**src/rtl/uart_alu_pkg.sv**
```systemverilog
// Shared opcodes, header size and state types for the UART ALU packet processor.
package uart_alu_pkg;

  localparam logic [7:0] OP_ECHO   = 8'hEC;
  localparam logic [7:0] OP_ADD32  = 8'hAD;
  localparam int         HDR_BYTES = 4;

  typedef enum logic [2:0] {
    P_IDLE,
    P_RES,
    P_LEN_LO,
    P_LEN_HI,
    P_PAYLOAD,
    P_RESULT
  } parse_state_t;

  typedef enum logic [1:0] {
    B_IDLE,
    B_START,
    B_DATA,
    B_STOP
  } bit_state_t;

  // Payload byte count from the total packet length; short lengths clamp to zero.
  function automatic logic [15:0] payload_len(input logic [15:0] total);
    return (total > 16'(HDR_BYTES)) ? total - 16'(HDR_BYTES) : 16'd0;
  endfunction

endpackage

```
**src/rtl/uart_byte_rx.sv**
```systemverilog
// UART 8N1 receiver: 2-flop synchronizer, mid-bit sampling, one-cycle valid pulse per good byte.
module uart_byte_rx
  import uart_alu_pkg::*;
#(
  parameter int CLKS_PER_BIT = 104
) (
  input  logic       clk_i,
  input  logic       reset_i,
  input  logic       rx_i,
  output logic       rx_valid,
  output logic [7:0] rx_data
);

  // state   | meaning
  // B_IDLE  | waiting for a falling edge on the synchronized line
  // B_START | half-bit wait, start bit re-checked at its midpoint
  // B_DATA  | eight data bits sampled at mid-bit, LSB first
  // B_STOP  | stop bit sampled; low stop bit drops the byte

  localparam int TW = $clog2(CLKS_PER_BIT);
  localparam logic [TW-1:0] FULL_BIT = TW'(CLKS_PER_BIT - 1);
  localparam logic [TW-1:0] HALF_BIT = TW'(CLKS_PER_BIT / 2 - 1);

  // sync[1] is the synchronized line, sync[2] its previous value for edge detect
  logic [2:0]    sync;
  bit_state_t    state, state_nxt;
  logic [TW-1:0] timer, timer_nxt;
  logic [2:0]    bit_cnt, bit_cnt_nxt;
  logic [7:0]    shift, shift_nxt;
  logic          valid_nxt;
  logic          rx_s, tc;

  assign rx_s    = sync[1];
  assign tc      = (timer == '0);
  assign rx_data = shift;

  always_ff @(posedge clk_i) begin
    if (reset_i) begin
      sync     <= 3'b111;
      state    <= B_IDLE;
      timer    <= '0;
      bit_cnt  <= '0;
      shift    <= '0;
      rx_valid <= 1'b0;
    end else begin
      sync     <= {sync[1:0], rx_i};
      state    <= state_nxt;
      timer    <= timer_nxt;
      bit_cnt  <= bit_cnt_nxt;
      shift    <= shift_nxt;
      rx_valid <= valid_nxt;
    end
  end

  always_comb begin
    state_nxt   = state;
    timer_nxt   = tc ? timer : timer - TW'(1);
    bit_cnt_nxt = bit_cnt;
    shift_nxt   = shift;
    valid_nxt   = 1'b0;
    case (state)
      B_IDLE: begin
        timer_nxt = timer;
        if (sync[2] && !rx_s) begin
          state_nxt = B_START;
          timer_nxt = HALF_BIT;
        end
      end
      B_START: if (tc) begin
        if (rx_s) begin
          state_nxt = B_IDLE;
        end else begin
          state_nxt   = B_DATA;
          timer_nxt   = FULL_BIT;
          bit_cnt_nxt = '0;
        end
      end
      B_DATA: if (tc) begin
        shift_nxt   = {rx_s, shift[7:1]};
        timer_nxt   = FULL_BIT;
        bit_cnt_nxt = bit_cnt + 3'd1;
        if (bit_cnt == 3'd7) state_nxt = B_STOP;
      end
      B_STOP: if (tc) begin
        state_nxt = B_IDLE;
        valid_nxt = rx_s;
      end
      default: state_nxt = B_IDLE;
    endcase
  end

endmodule

```
**src/rtl/uart_byte_tx.sv**
```systemverilog
// UART 8N1 transmitter; pulls the next byte at the end of a stop bit so bursts have no idle gap.
module uart_byte_tx
  import uart_alu_pkg::*;
#(
  parameter int CLKS_PER_BIT = 104
) (
  input  logic       clk_i,
  input  logic       reset_i,
  input  logic       tx_avail,
  input  logic [7:0] tx_byte,
  output logic       tx_pop,
  output logic       tx_line,
  output logic       active
);

  // state   | meaning
  // B_IDLE  | line high, waiting for a byte to become available
  // B_START | start bit (low)
  // B_DATA  | eight data bits, LSB first
  // B_STOP  | stop bit (high); next byte is popped at its end if available

  localparam int TW = $clog2(CLKS_PER_BIT);
  localparam logic [TW-1:0] FULL_BIT = TW'(CLKS_PER_BIT - 1);

  bit_state_t    state, state_nxt;
  logic [TW-1:0] timer, timer_nxt;
  logic [2:0]    bit_cnt, bit_cnt_nxt;
  logic [7:0]    shift, shift_nxt;
  logic          line_nxt, tc;

  assign tc     = (timer == '0);
  assign active = (state != B_IDLE);

  always_ff @(posedge clk_i) begin
    if (reset_i) begin
      state   <= B_IDLE;
      timer   <= '0;
      bit_cnt <= '0;
      shift   <= '0;
      tx_line <= 1'b1;
    end else begin
      state   <= state_nxt;
      timer   <= timer_nxt;
      bit_cnt <= bit_cnt_nxt;
      shift   <= shift_nxt;
      tx_line <= line_nxt;
    end
  end

  always_comb begin
    state_nxt   = state;
    timer_nxt   = tc ? timer : timer - TW'(1);
    bit_cnt_nxt = bit_cnt;
    shift_nxt   = shift;
    tx_pop      = 1'b0;
    case (state)
      B_IDLE: begin
        timer_nxt = timer;
        if (tx_avail) begin
          tx_pop    = 1'b1;
          shift_nxt = tx_byte;
          state_nxt = B_START;
          timer_nxt = FULL_BIT;
        end
      end
      B_START: if (tc) begin
        state_nxt   = B_DATA;
        timer_nxt   = FULL_BIT;
        bit_cnt_nxt = '0;
      end
      B_DATA: if (tc) begin
        timer_nxt = FULL_BIT;
        if (bit_cnt == 3'd7) begin
          state_nxt = B_STOP;
        end else begin
          shift_nxt   = {1'b0, shift[7:1]};
          bit_cnt_nxt = bit_cnt + 3'd1;
        end
      end
      B_STOP: if (tc) begin
        if (tx_avail) begin
          tx_pop    = 1'b1;
          shift_nxt = tx_byte;
          state_nxt = B_START;
          timer_nxt = FULL_BIT;
        end else begin
          state_nxt = B_IDLE;
        end
      end
      default: state_nxt = B_IDLE;
    endcase

    case (state_nxt)
      B_START: line_nxt = 1'b0;
      B_DATA:  line_nxt = shift_nxt[0];
      default: line_nxt = 1'b1;
    endcase
  end

endmodule

```
**src/rtl/uart_alu_core.sv**
```systemverilog
// UART packet processor: parses framed commands, executes echo / 32-bit add, queues response bytes for TX.
module uart_alu_core
  import uart_alu_pkg::*;
#(
  parameter int CLKS_PER_BIT  = 104,
  parameter int TX_FIFO_DEPTH = 16
) (
  input  logic clk_i,
  input  logic reset_i,
  input  logic rx_i,
  output logic tx_o,
  output logic busy_o
);

  // state     | meaning
  // P_IDLE    | waiting for opcode byte
  // P_RES     | reserved header byte, ignored
  // P_LEN_LO  | length low byte
  // P_LEN_HI  | length high byte; payload count computed, add state cleared
  // P_PAYLOAD | consuming payload bytes (echo pushes, add accumulates)
  // P_RESULT  | pushing the 4-byte add result, MSB first

  localparam int AW = $clog2(TX_FIFO_DEPTH);

  logic       rx_valid;
  logic [7:0] rx_data;

  uart_byte_rx #(.CLKS_PER_BIT(CLKS_PER_BIT)) u_rx (
    .clk_i    (clk_i),
    .reset_i  (reset_i),
    .rx_i     (rx_i),
    .rx_valid (rx_valid),
    .rx_data  (rx_data)
  );

  logic [7:0] fifo_mem [TX_FIFO_DEPTH];
  logic [AW:0] wr_ptr, rd_ptr;
  logic        fifo_empty, fifo_full, push, push_ok, pop;
  logic [7:0]  push_data;

  assign fifo_empty = (wr_ptr == rd_ptr);
  assign fifo_full  = (wr_ptr[AW] != rd_ptr[AW]) && (wr_ptr[AW-1:0] == rd_ptr[AW-1:0]);
  assign push_ok    = push && !fifo_full;

  always_ff @(posedge clk_i) begin
    if (push_ok) fifo_mem[wr_ptr[AW-1:0]] <= push_data;
  end

  always_ff @(posedge clk_i) begin
    if (reset_i) begin
      wr_ptr <= '0;
      rd_ptr <= '0;
    end else begin
      if (push_ok) wr_ptr <= wr_ptr + 1'b1;
      if (pop)     rd_ptr <= rd_ptr + 1'b1;
    end
  end

  logic tx_active;

  uart_byte_tx #(.CLKS_PER_BIT(CLKS_PER_BIT)) u_tx (
    .clk_i    (clk_i),
    .reset_i  (reset_i),
    .tx_avail (!fifo_empty),
    .tx_byte  (fifo_mem[rd_ptr[AW-1:0]]),
    .tx_pop   (pop),
    .tx_line  (tx_o),
    .active   (tx_active)
  );

  parse_state_t state, state_nxt;
  logic [7:0]   opcode, len_lo;
  logic [15:0]  remaining;
  logic [23:0]  word_buf;
  logic [1:0]   byte_cnt, res_cnt;
  logic [31:0]  sum;
  logic         is_add;

  assign is_add = (opcode == OP_ADD32);
  assign busy_o = (state != P_IDLE) || !fifo_empty || tx_active;

  always_comb begin
    state_nxt = state;
    push      = 1'b0;
    push_data = rx_data;
    case (state)
      P_IDLE:   if (rx_valid) state_nxt = P_RES;
      P_RES:    if (rx_valid) state_nxt = P_LEN_LO;
      P_LEN_LO: if (rx_valid) state_nxt = P_LEN_HI;
      P_LEN_HI: if (rx_valid) begin
        if (payload_len({rx_data, len_lo}) == 16'd0) state_nxt = is_add ? P_RESULT : P_IDLE;
        else                                          state_nxt = P_PAYLOAD;
      end
      P_PAYLOAD: if (rx_valid) begin
        push = (opcode == OP_ECHO);
        if (remaining == 16'd1) state_nxt = is_add ? P_RESULT : P_IDLE;
      end
      P_RESULT: begin
        push      = 1'b1;
        push_data = sum[31:24];
        if (res_cnt == 2'd3) state_nxt = P_IDLE;
      end
      default: state_nxt = P_IDLE;
    endcase
  end

  always_ff @(posedge clk_i) begin
    if (reset_i) begin
      state     <= P_IDLE;
      opcode    <= '0;
      len_lo    <= '0;
      remaining <= '0;
      word_buf  <= '0;
      byte_cnt  <= '0;
      res_cnt   <= '0;
      sum       <= '0;
    end else begin
      state <= state_nxt;
      case (state)
        P_IDLE:   if (rx_valid) opcode <= rx_data;
        P_LEN_LO: if (rx_valid) len_lo <= rx_data;
        P_LEN_HI: if (rx_valid) begin
          remaining <= payload_len({rx_data, len_lo});
          word_buf  <= '0;
          byte_cnt  <= '0;
          res_cnt   <= '0;
          sum       <= '0;
        end
        P_PAYLOAD: if (rx_valid) begin
          remaining <= remaining - 16'd1;
          if (is_add) begin
            // Only complete 4-byte words reach the sum; a trailing partial word is never added.
            word_buf <= {word_buf[15:0], rx_data};
            byte_cnt <= byte_cnt + 2'd1;
            if (byte_cnt == 2'd3) sum <= sum + {word_buf, rx_data};
          end
        end
        P_RESULT: begin
          sum     <= {sum[23:0], 8'h00};
          res_cnt <= res_cnt + 2'd1;
        end
        default: ;
      endcase
    end
  end

endmodule

```
**config.mk**
```make
export PLATFORM = sky130hd
export DESIGN_NAME = uart_alu_core
export DESIGN_NICKNAME = d
export VERILOG_FILES = /design/src/rtl/uart_alu_pkg.sv /design/src/rtl/uart_byte_rx.sv /design/src/rtl/uart_byte_tx.sv /design/src/rtl/uart_alu_core.sv
export SDC_FILE = /design/constraint.sdc
export NUM_CORES = 1
export LEC_CHECK = 0
export CAP_MARGIN = 20
export CORE_ASPECT_RATIO = 2
export CORE_MARGIN = 4
export CORE_UTILIZATION = 55
export DETAILED_ROUTE_END_ITERATION = 12
export PLACE_DENSITY = 0.67
export SLEW_MARGIN = 25
export SYNTH_ARGS = -nofsm -noshare
export SYNTH_HDL_FRONTEND = slang
export SYNTH_SLANG_ARGS = --single-unit
```
**constraint.sdc**
```tcl
create_clock -name clk_i -period 6.2 [get_ports clk_i]
set_input_delay 1.24 -clock clk_i [delete_from_list [all_inputs] [get_ports clk_i]]
set_output_delay 1.24 -clock clk_i [all_outputs]
set_load 0.005 [all_outputs]
```
* Yosys cells after proc, flatten, opt, wreduce, memory -nomap -nowiden *
Memory sizes are Yosys's and may differ from the RTL's. A register that Yosys moved wholly into a read port is not among the register bits.
Index checks and enable logic that the tools add are counted.

cells by class
  add/subtract/negate cells = 11
  $mul = 0
  divide/modulo/power cells = 0
  order comparisons = 1
  equal/unequal tests = 43
  shifts and indexed selects = 0
  multiplexer cells = 78
  bitwise logic cells = 2
  reductions and logical operators = 36

operators by type and width
  cell                                                  number
  two-way mux 32 bit                                    4
  one-hot mux 32 bit (3 select lines)                   1
  two-way mux 24 bit                                    3
  two-way mux 7 bit                                     10
  two-way mux 16 bit                                    3
  one-hot mux 24 bit (2 select lines)                   1
  two-way mux 3 bit                                     15
  one-hot mux 7 bit (3 select lines)                    2
  two-way mux 8 bit                                     5
  adder 32 bit                                          1
  one-hot mux 16 bit (2 select lines)                   1
  two-way mux 2 bit                                     14
  != test 2 x 1 -> 1 bit (second input constant)        13
  one-hot mux 8 bit (3 select lines)                    1
  one-hot mux 3 bit (6 select lines)                    1
  == test 16 x 1 -> 1 bit (second input constant)       1
  == test 8 bit (second input constant)                 2
  > comparator 16 x 3 -> 1 bit (second input constant)  1
  logical NOT 16 bit                                    1
  one-hot mux 2 bit (4 select lines)                    2
  AND reduction 4 bit                                   4
  subtractor 16 x 1 -> 16 bit (second input constant)   1
  subtractor 16 x 3 -> 16 bit (second input constant)   1
  == test 2 bit (second input constant)                 7
  32 further kinds                                      76

storage, ports and cells
  register bits = 150
  latch bits = 0
  bits in writable memories = 128
  ROM bits = 0
  input bits = 3
  output and inout port bits = 2
  memories = 1

memory list
  name      depth  bits a word  read ports  clocked after Yosys merged registers in  wr ports  line                 RTL
  fifo_mem  16     8            1           1                                        1         uart_alu_core.sv:36  logic [7:0] fifo_mem [TX_FIFO_DEPTH];

* Logic depth before layout (Yosys ltp) *
Gate-level depths: netlist (run 1).

  word-level depth = 6
  depth in mapped cells = 12

* Modules after synthesis *
A second synthesis (run 1) with hierarchy kept.

unflattened totals
  cells, all modules = 1,376
  area total of the unflattened synthesis = 14,347.5 um2

modules (own cells, without submodules)
  module         times used  cells each  area an instance (um2)  sequential area each (um2)
  uart_alu_core  1           1,090       11,803.8                6,025.8
  uart_byte_tx   1           162         1,392.6                 420.4
  uart_byte_rx   1           124         1,151.1                 480.5

* Worst setup path before layout (run 1) *
OpenSTA, ideal clock, no wires.

  kind = reg-to-output
  start point = register wr_ptr[3]
  end point = output busy_o
  arrival time = 1.622 ns
  data required time = 4.960 ns
  setup slack = 3.338 ns
  cell stages (with the launch flop) = 7
  buffers on the path = 2
  cells stage by stage = dfxtp_1 -> clkbuf_1 -> xor2_1 -> nor4_1 -> nor2b_1 -> buf_4 -> nand3_1

between the ends
  cells in the longest elaborated chain, start to end = 4

RTL lines
  item                            line                 RTL
  start, declared                 uart_alu_core.sv:37  logic [AW:0] wr_ptr, rd_ptr;
  start signal, assigned          uart_alu_core.sv:54  if (push_ok) wr_ptr <= wr_ptr + 1'b1;
  == test 5 bit                   uart_alu_core.sv:41  assign fifo_empty = (wr_ptr == rd_ptr);
  logical NOT 1 bit               uart_alu_core.sv:80  assign busy_o = (state != P_IDLE) || !fifo_empty || tx_active;
  logical OR 1 bit (2 in series)  uart_alu_core.sv:80
  end, declared                   uart_alu_core.sv:12  output logic busy_o

No other way between the ends.

* Worst setup path after layout (run 1) *
  start point = register wr_ptr[2]
  end point = output busy_o

The elaborated chain is that of the path after synthesis.

==> metrics.txt, run 1 <==
crit path kind flip-flop to primary output; chip width 122 µm; Tmin final 4570 ps; all-layer global routing usage 25.4%; Async SR Flop Fraction 0%; vias in the first global route 10.5k; Worst path slowest cell nor2b_1; Setup violations, final 0; htree depth 1; r2r setup slk 2640 ps; Comb pwr share 13.2%; post-CTS setup repair buffer count 0; CTS tree yes; VDD IR-drop max 0.228 mV; crit path DAT 3330 ps; total gr overflow 0; die area 0.0286 mm²; initial core utilization 56.2%; core area 0.0252 mm²; synthesized area 0.0142 mm²; Avg WL per Cell 20.8 µm; clock latency at the later pin of the worst-skew pair 540 ps; hold path startpoint u_rx.sync[0]; switching power share of the total 26.0%; CTS Sinks 282; num rows 82; worst slew pin tran 1070 ps; status finished, final reports clean; clk slew on worst S/H paths 70 ps; Synth area leaders edfxtp_1 27%, dfxtp_1 22%, mux4_2 6.2%; Yosys cell types 78; die height 235 µm; CP startpoint kind flip-flop; largest net degree at the start of global routing 89; IO buf count 4; slew margin rel. 27.4%; ys flop type dfxtp_1; first drt pass iteration count 5; hold_buf cts 0; number of buffers created by CTS 25; share of cells above drive strength 1 9.83%; Syn-to-layout area delta 7.87%; cell-internal power 3.06 mW; worst-path maximum fanout 11; Hold WC Path Type flip-flop to flip-flop; post-CTS sizing 0; HPWL Detailed 25.7 mm; MaxCap Viol Count 0; Net Switching 1.08 mW; critical path cell sequence xor2_1, nor4_1, nor2b_1, nand3_1, clkdlybuf4s50_1; final wirelength 35.8 mm; Setup crit start wr_ptr[2]; Seq/Total Area, Yosys 48.9%; Hold Fails Final Rpt 0; power density over cell area 271 mW/mm²; detailed-route via count 10.6k; CP top delay family simple AND/OR/NAND/NOR gates; Final ANT Viol Nets 0; Post-Layout Inst Area 0.0153 mm²; io pins 5; Avg Synthesized Cell Area 10.1 µm²; Clk pwr share 38.6%; Post-synth EDFFs 128; crit end category primary output; Syn Nets 1,460; slowest stage delay, CP 710 ps; Flop pwr share 48.2%; Root Buffer clkbuf_16; leading area contributor after synthesis edfxtp_1; Final Power 4.14 mW; Buf/Inv on CP 1; share of Yosys cell area claimed by the top area cell type 27.1%; first-pass GRT wire length 57.5 mm; Yosys Warn Count 0; antenna fix cells 0; placed cell area 0.0144 mm²; fin util 60.6%; max-slew violations 0; setup_tns 0 ps; period utilization 73.7%; Layout Nets 1,422; initial DRC count 940; Critical Path RT 4960 ps; number of synthesized register bits 282; initial antenna violation count 0; RSZ-0062 raised after global routing no; Worst Skew 11.1 ps; Remaining DRCs 0; Mapped Cells 1,402; Pleak 5.48 nW; clock tree buffer depth 3; vias per inst 6.17; GPL Wtd Cong 0.939; fmax 0.219 GHz; FF-to-FF Start state[2]
-- metal layers --
layer	share of wire [%]	GRT usage, %	vias to the layer above
li1	-	-	5117
met1	36	27.3	5153
met2	56	48.3	243
met3	3.1	2.60	97
met4	5.3	12.1	0
met5	0	0	-
-- cell families after synthesis --
family / synth area share (%)
muxes: 7.90
xor gates and xnor gates: 3.09
AOI/OAI and AO/OA: 15.6
DFF: 48.9
adders and majority gates: 4.91
and+or+nand+nor: 16.2
buffers and inverters: 3.45
-- placed cells by master, fill, tap and decap left out, types with 32 or more instances in the layout --
cell type / n
a21oi_1: 105
edfxtp_1: 128
a22oi_1: 49
nand2_1: 126
ha_1: 54
dfxtp_1: 152
mux4_2: 39
nor3_1: 66
o21ai_0: 61
inv_1: 32
nor2_1: 174
-- area by class of cell --
type,instances,area (µm²)
clock buffer,30,674
clock inverter,16,168
fill,2215,9950
inverter,33,124
multi-input combinational,998,6790
sequential,282,6930
tap,336,420
timing repair buffer,24,188
-- power groups by stage --
stage | Combinational [mW] | Clock [mW] | Sequential (mW)
6_report | 0.546 | 1.60 | 2.00
3_3_place_gp | 0.536 | 0 | 2.04
5_1_grt | 0.619 | 1.71 | 2.00
2_1_floorplan | 0.430 | 0 | 2.03
4_1_cts | 0.548 | 1.64 | 2.00
3_5_place_dp | 0.546 | 0 | 2.04
-- synth_stat cells (13+ instances only) --
master,number
a21o_1,20
a21oi_1,106
a221oi_1,20
a22oi_1,49
buf_2,13
clkbuf_1,70
dfxtp_1,154
edfxtp_1,128
ha_1,54
inv_1,31
mux2i_1,23
mux4_2,39
nand2_1,126
nand3_1,22
nand4_1,16
nor2_1,174
nor3_1,68
o21ai_0,61
xnor2_1,24
xor2_1,26
-- worst paths after layout --
path	end	depth (start not counted)
setup / recovery	busy_o	5
hold / removal	u_rx.sync[1]	1
setup reg to reg	fifo_mem[12][3]	7
hold reg to reg	u_rx.sync[1]	1
-- sequential cells by signal, indices dropped and copies added, names as in the netlist, 2 cells and up, named ones only --
name and flops:
u_rx.timer 7, res_cnt 2, remaining 16, u_tx.state 2, wr_ptr 5, state 3, sum 32, u_tx.timer 7
byte_cnt 2, u_rx.bit_cnt 3, rd_ptr 5, word_buf 24, fifo_mem 128, u_rx.sync 3, len_lo 8, u_rx.rx_data 8
opcode 8, u_tx.bit_cnt 3, u_tx.shift 8
-- stage by stage --
step                      hold WS (ps)  instances  worst slack [ps]
after global routing               431       1719              1400
after global placement             394       1673              2300
after floorplan                    389       1402              3340
final                              412       1719              1630
after CTS                          415       1719              1630
after detailed placement           397       1673              2220
Power figures use the tool's default switching activity.
==> run 2: changes to the inputs <==
--- a/config.mk
+++ b/config.mk
@@ -10,7 +10,7 @@
 export CORE_MARGIN = 4
 export CORE_UTILIZATION = 55
 export DETAILED_ROUTE_END_ITERATION = 12
-export PLACE_DENSITY = 0.67
+export PLACE_DENSITY = 0.69
 export SLEW_MARGIN = 25
 export SYNTH_ARGS = -nofsm -noshare
 export SYNTH_HDL_FRONTEND = slang
==> constraint.sdc (replaced) <==
create_clock -name clk_i -period 4.15 [get_ports clk_i]
set_input_delay 0.83 -clock clk_i [delete_from_list [all_inputs] [get_ports clk_i]]
set_output_delay 0.83 -clock clk_i [all_outputs]
set_load 0.005 [all_outputs]
==> metrics.txt, run 2 (synthesized netlist as in run 1, its figures left out) <==
status finished, final reports clean; VDD IR-drop max 0.348 mV (+53%); post-CTS sizing 0 (unchanged); Root Buffer clkbuf_16; crit path kind flip-flop to primary output; clk slew on worst S/H paths 70 ps (about the same); Avg WL per Cell 20.9 µm (+0.10%); htree depth 1 (unchanged); slowest stage delay, CP 640 ps (-70 ps); largest net degree at the start of global routing 88 (-1.1%); num rows 82 (unchanged); worst slack, placed 854 ps (-1360 ps); max-slew violations 0 (unchanged); Pleak 5.50 nW (+0.49%); share of cells above drive strength 1 10.1% (+0.31 points); chip width 122 µm (unchanged); final wirelength 36.0 mm (+0.51%); vias per inst 6.24 (+1.1%); fill cell count 2,164 (-2.3%); CP startpoint kind flip-flop; worst slew pin tran 1070 ps (-0.259 ps); Syn-to-layout area delta 8.20%; final worst slack 385 ps (-1250 ps); Setup crit start wr_ptr[2]; clock tree buffer depth 3 (unchanged); Remaining DRCs 0 (unchanged); MaxCap Viol Count 0 (unchanged); Worst path slowest cell nor4_1; Setup violations, final 0 (unchanged); crit path DAT 2930 ps (-400 ps); Worst Skew 13.6 ps (+2.42 ps); Hold Fails Final Rpt 0 (unchanged); commonest non-fill, non-tap cell in the layout nor2_1; slew margin rel. 27.5% (about the same); vias in the first global route 10.7k (+1.9%); crit end category primary output; Layout Nets 1,429 (+0.49%); CP top delay family simple AND/OR/NAND/NOR gates; initial DRC count 613 (-35%); fin util 60.8% (+0.18 points); period utilization 90.7%; HPWL Detailed 26.1 mm (+1.8%); clock latency at the later pin of the worst-skew pair 540 ps (about the same); FF-to-FF Start u_rx.rx_data[0]; first-pass GRT wire length 57.4 mm (-0.12%); Post-Layout Inst Area 0.0153 mm² (+0.30%); hold_ws 410 ps (-1.63 ps); number of buffers created by CTS 25 (unchanged); detailed-route via count 10.8k (+1.5%); post-CTS setup repair buffer count 0 (unchanged); critical path cell sequence xor2_1, nor4_1, nor2b_1, buf_4, nand3_1, clkdlybuf4s50_1; Final ANT Viol Nets 0 (unchanged); fin cells 1,726 (+0.41%); Hold WC Path Type flip-flop to flip-flop; io pins 5 (unchanged); RSZ-0062 raised after global routing no; dpl cells 1,680 (+0.42%); fmax 0.266 GHz; setup_tns 0 ps (unchanged); Final Power 6.21 mW (+50%); hold path startpoint u_rx.sync[0]; core area 0.0252 mm² (unchanged); GPL Wtd Cong 0.926 (-1.4%); Tmin final 3760 ps; initial core utilization 56.2% (unchanged); total gr overflow 0 (unchanged); first drt pass iteration count 5 (unchanged); Critical Path RT 3320 ps (-1640 ps); number of flip-flops in the largest register 128 (unchanged); CTS tree yes; initial antenna violation count 0 (unchanged); commonest cells after routing, fill and taps aside 174 x nor2_1, 152 x dfxtp_1, 128 x edfxtp_1, 126 x nand2_1, 105 x a21oi_1; worst-path maximum fanout 11 (unchanged); all-layer global routing usage 25.4% (-0.057 points); hold_buf cts 0 (unchanged); power density over cell area 405 mW/mm² (+49%); CTS Sinks 282 (unchanged); antenna fix cells 0 (unchanged); die area 0.0286 mm² (unchanged); Buf/Inv on CP 2 (+1); IO buf count 4 (unchanged); placed cell area 0.0145 mm² (+0.33%); die height 235 µm (unchanged)
[run 2: cell count changes in the layout (fill, tap and decap cells not counted), sizes merged]
cell	delta
buf	+7
clkinv	+2
clkbuf	-1
clkinvlp	-2
inv	+1
[run 2: per-layer routing]
layer	wire length [µm]	vias to the layer above	GRT usage, %
met3	1050	126	2.82
met1	12700	5263	26.5
met4	2610	0	15.9
li1	-	5141	-
met2	19700	240	46.9
met5	0	-	0
[run 2: area by class of cell]
class,instances,area [µm²],area share [%]
sequential,282,6930,45.2
multi-input combinational,998,6780,44.2
clock buffer,29,651,4.24
tap,336,420,2.74
timing repair buffer,31,240,1.57
clock inverter,17,195,1.27
inverter,33,124,0.808
[run 2: report_power, final]
group | total (mW) | internal [mW] | leakage, nW | switching, mW
Clock | 2.40 | 1.33 | 0.407 | 1.06
Sequential | 2.98 | 2.93 | 2.43 | 0.0533
Combinational | 0.826 | 0.299 | 2.67 | 0.528
Total | 6.21 | 4.56 | 5.50 | 1.65
[run 2: final timing paths]
path	end	slack (ps)	cells past startpoint
worst max-delay path	busy_o	390	6
worst min-delay path	u_rx.sync[1]	410	1
worst max register to register	sum[22]	780	10
worst min register to register	u_rx.sync[1]	410	1
==> run 3: changes to the inputs <==
--- a/config.mk
+++ b/config.mk
@@ -7,7 +7,7 @@
 export LEC_CHECK = 0
 export CAP_MARGIN = 20
 export CORE_ASPECT_RATIO = 2
-export CORE_MARGIN = 4
+export CORE_MARGIN = 2
 export CORE_UTILIZATION = 55
 export DETAILED_ROUTE_END_ITERATION = 12
 export PLACE_DENSITY = 0.69
==> metrics.txt, run 3 (synthesized netlist as in run 1, its figures left out) <==
status finished, final reports clean; VDD IR-drop max 0.326 mV (-6.3%); clk slew on worst S/H paths 70 ps (about the same); Worst path slowest cell nor4_1; FF-to-FF Start sum[0]; placed cell area 0.0145 mm² (about the same); Tmin final 3800 ps (+39.6 ps); power density over cell area 399 mW/mm² (-1.4%); first drt pass iteration count 7 (+2); antenna fix cells 0 (unchanged); CTS Sinks 282 (unchanged); io pins 5 (unchanged); commonest non-fill, non-tap cell in the layout nor2_1; worst-path maximum fanout 11 (unchanged); Flop pwr share 48.8% (+0.8 points); largest net degree at the start of global routing 84 (-4.5%); post-CTS sizing 0 (unchanged); fmax 0.263 GHz (-1.0%); Hold Fails Final Rpt 0 (unchanged); core area 0.0255 mm² (+1.2%); MaxCap Viol Count 0 (unchanged); Final Power 6.11 mW (-1.6%); setup_tns 0 ps (unchanged); CTS tree yes; all-layer global routing usage 26.5% (+1.1 points); Remaining DRCs 0 (unchanged); crit path kind flip-flop to primary output; switching power share of the total 26.6% (+0.12 points); die height 231 µm (-1.7%); chip width 118 µm (-3.3%); Worst Skew 9.07 ps (-4.49 ps); num rows 83 (+1.2%); Setup crit start wr_ptr[2]; commonest cells after routing, fill and taps aside 174 x nor2_1, 152 x dfxtp_1, 128 x edfxtp_1, 126 x nand2_1, 105 x a21oi_1; RSZ-0062 raised after global routing no; Post-Layout Inst Area 0.0153 mm² (-0.19%); hold path startpoint u_rx.sync[0]; Pleak 5.48 nW (-0.36%); clock tree buffer depth 3 (unchanged); Root Buffer clkbuf_16; hold_buf cts 0 (unchanged); Final ANT Viol Nets 0 (unchanged); slowest stage delay, CP 690 ps (+50 ps); Setup violations, final 0 (unchanged); Net Switching 1.63 mW (-1.2%); initial DRC count 832 (+36%); die area 0.0272 mm² (-4.9%); number of buffers created by CTS 25 (unchanged); post-CTS setup repair buffer count 0 (unchanged); vias in the first global route 10.8k (+0.85%); period utilization 91.7% (+0.95 points); fin cells 1,731 (+0.29%); detailed-route via count 10.9k (+0.81%); Syn-to-layout area delta 8.00%; clock latency at the later pin of the worst-skew pair 540 ps (about the same); initial antenna violation count 0 (unchanged); total gr overflow 0 (unchanged); IO buf count 4 (unchanged); CP startpoint kind flip-flop; worst slew pin tran 1070 ps (-6.80 ps); critical path cell sequence xor2_1, nor4_1, nor2b_1, buf_4, nand3_1, clkdlybuf4s50_1; GPL Wtd Cong 0.931 (+0.54%); vias per inst 6.27 (+0.52%); HPWL Detailed 26.2 mm (about the same); first-pass GRT wire length 57.0 mm (-0.73%); cell-internal power 4.48 mW (-1.7%); final wirelength 36.1 mm (+0.20%); Layout Nets 1,430 (+0.070%); initial core utilization 55.5% (-0.68 points); slew margin rel. 27.9% (+0.46 points); crit path DAT 2970 ps (+40 ps); max-slew violations 0 (unchanged); Clk pwr share 37.7% (-0.9 points); dpl cells 1,685 (+0.30%); Avg WL per Cell 20.8 µm (about the same); Critical Path RT 3320 ps (about the same); Hold WC Path Type flip-flop to flip-flop; Comb pwr share 13.5% (+0.2 points); htree depth 1 (unchanged); number of flip-flops in the largest register 128 (unchanged); crit end category primary output; share of cells above drive strength 1 10.1% (-0.079 points)
==> run 3: through the flow <==
| stage | worst slack, ps | hold WS, ps | utilization, % |
|---|---|---|---|
| after CTS | 322 | 413 | 59.9 |
| after global routing | 133 | 433 | 59.9 |
| after detailed placement | 910 | 398 | 56.8 |
| final | 345 | 411 | 59.9 |
| after floorplan | 1400 | 389 | - |
| after global placement | 1040 | 394 | 56.8 |
==> run 3: power groups by stage <==
stage	combinational, mW	sequential, mW	clock, mW
4_1_cts	0.826	2.98	2.35
6_report	0.827	2.98	2.30
2_1_floorplan	0.643	3.03	0
5_1_grt	0.929	2.99	2.44
3_3_place_gp	0.805	3.04	0
3_5_place_dp	0.820	3.04	0
==> run 3: final timing paths <==
path / slack (ps) / endpoint / cells past startpoint
max: 350 / busy_o / 6
min: 410 / u_rx.sync[1] / 1
max reg2reg: 900 / sum[28] / 11
min reg2reg: 410 / u_rx.sync[1] / 1
==> run 3: area by class of cell <==
cell class / count / area, µm²
fill: 2244 / 10200
sequential: 282 / 6930
multi-input combinational: 998 / 6780
clock buffer: 30 / 648
tap: 340 / 425
timing repair buffer: 32 / 248
clock inverter: 16 / 156
inverter: 33 / 124
==> run 3: per-layer routing <==
metal	wire [µm]	global-route usage (%)	part of all wire (%)
met5	0	0	0
met4	2490	17.0	6.9
met3	1190	2.49	3.3
met2	19900	51.8	55
met1	12600	26.2	35
==> run 3: worst max-delay path, delay by kind of cell, from the launching register on <==
kind                   cells  cell delay (ps)
AND/OR/NAND/NOR            3             1000
buffers and inverters      2              760
flip-flops                 1              540
XOR/XNOR                   1              130
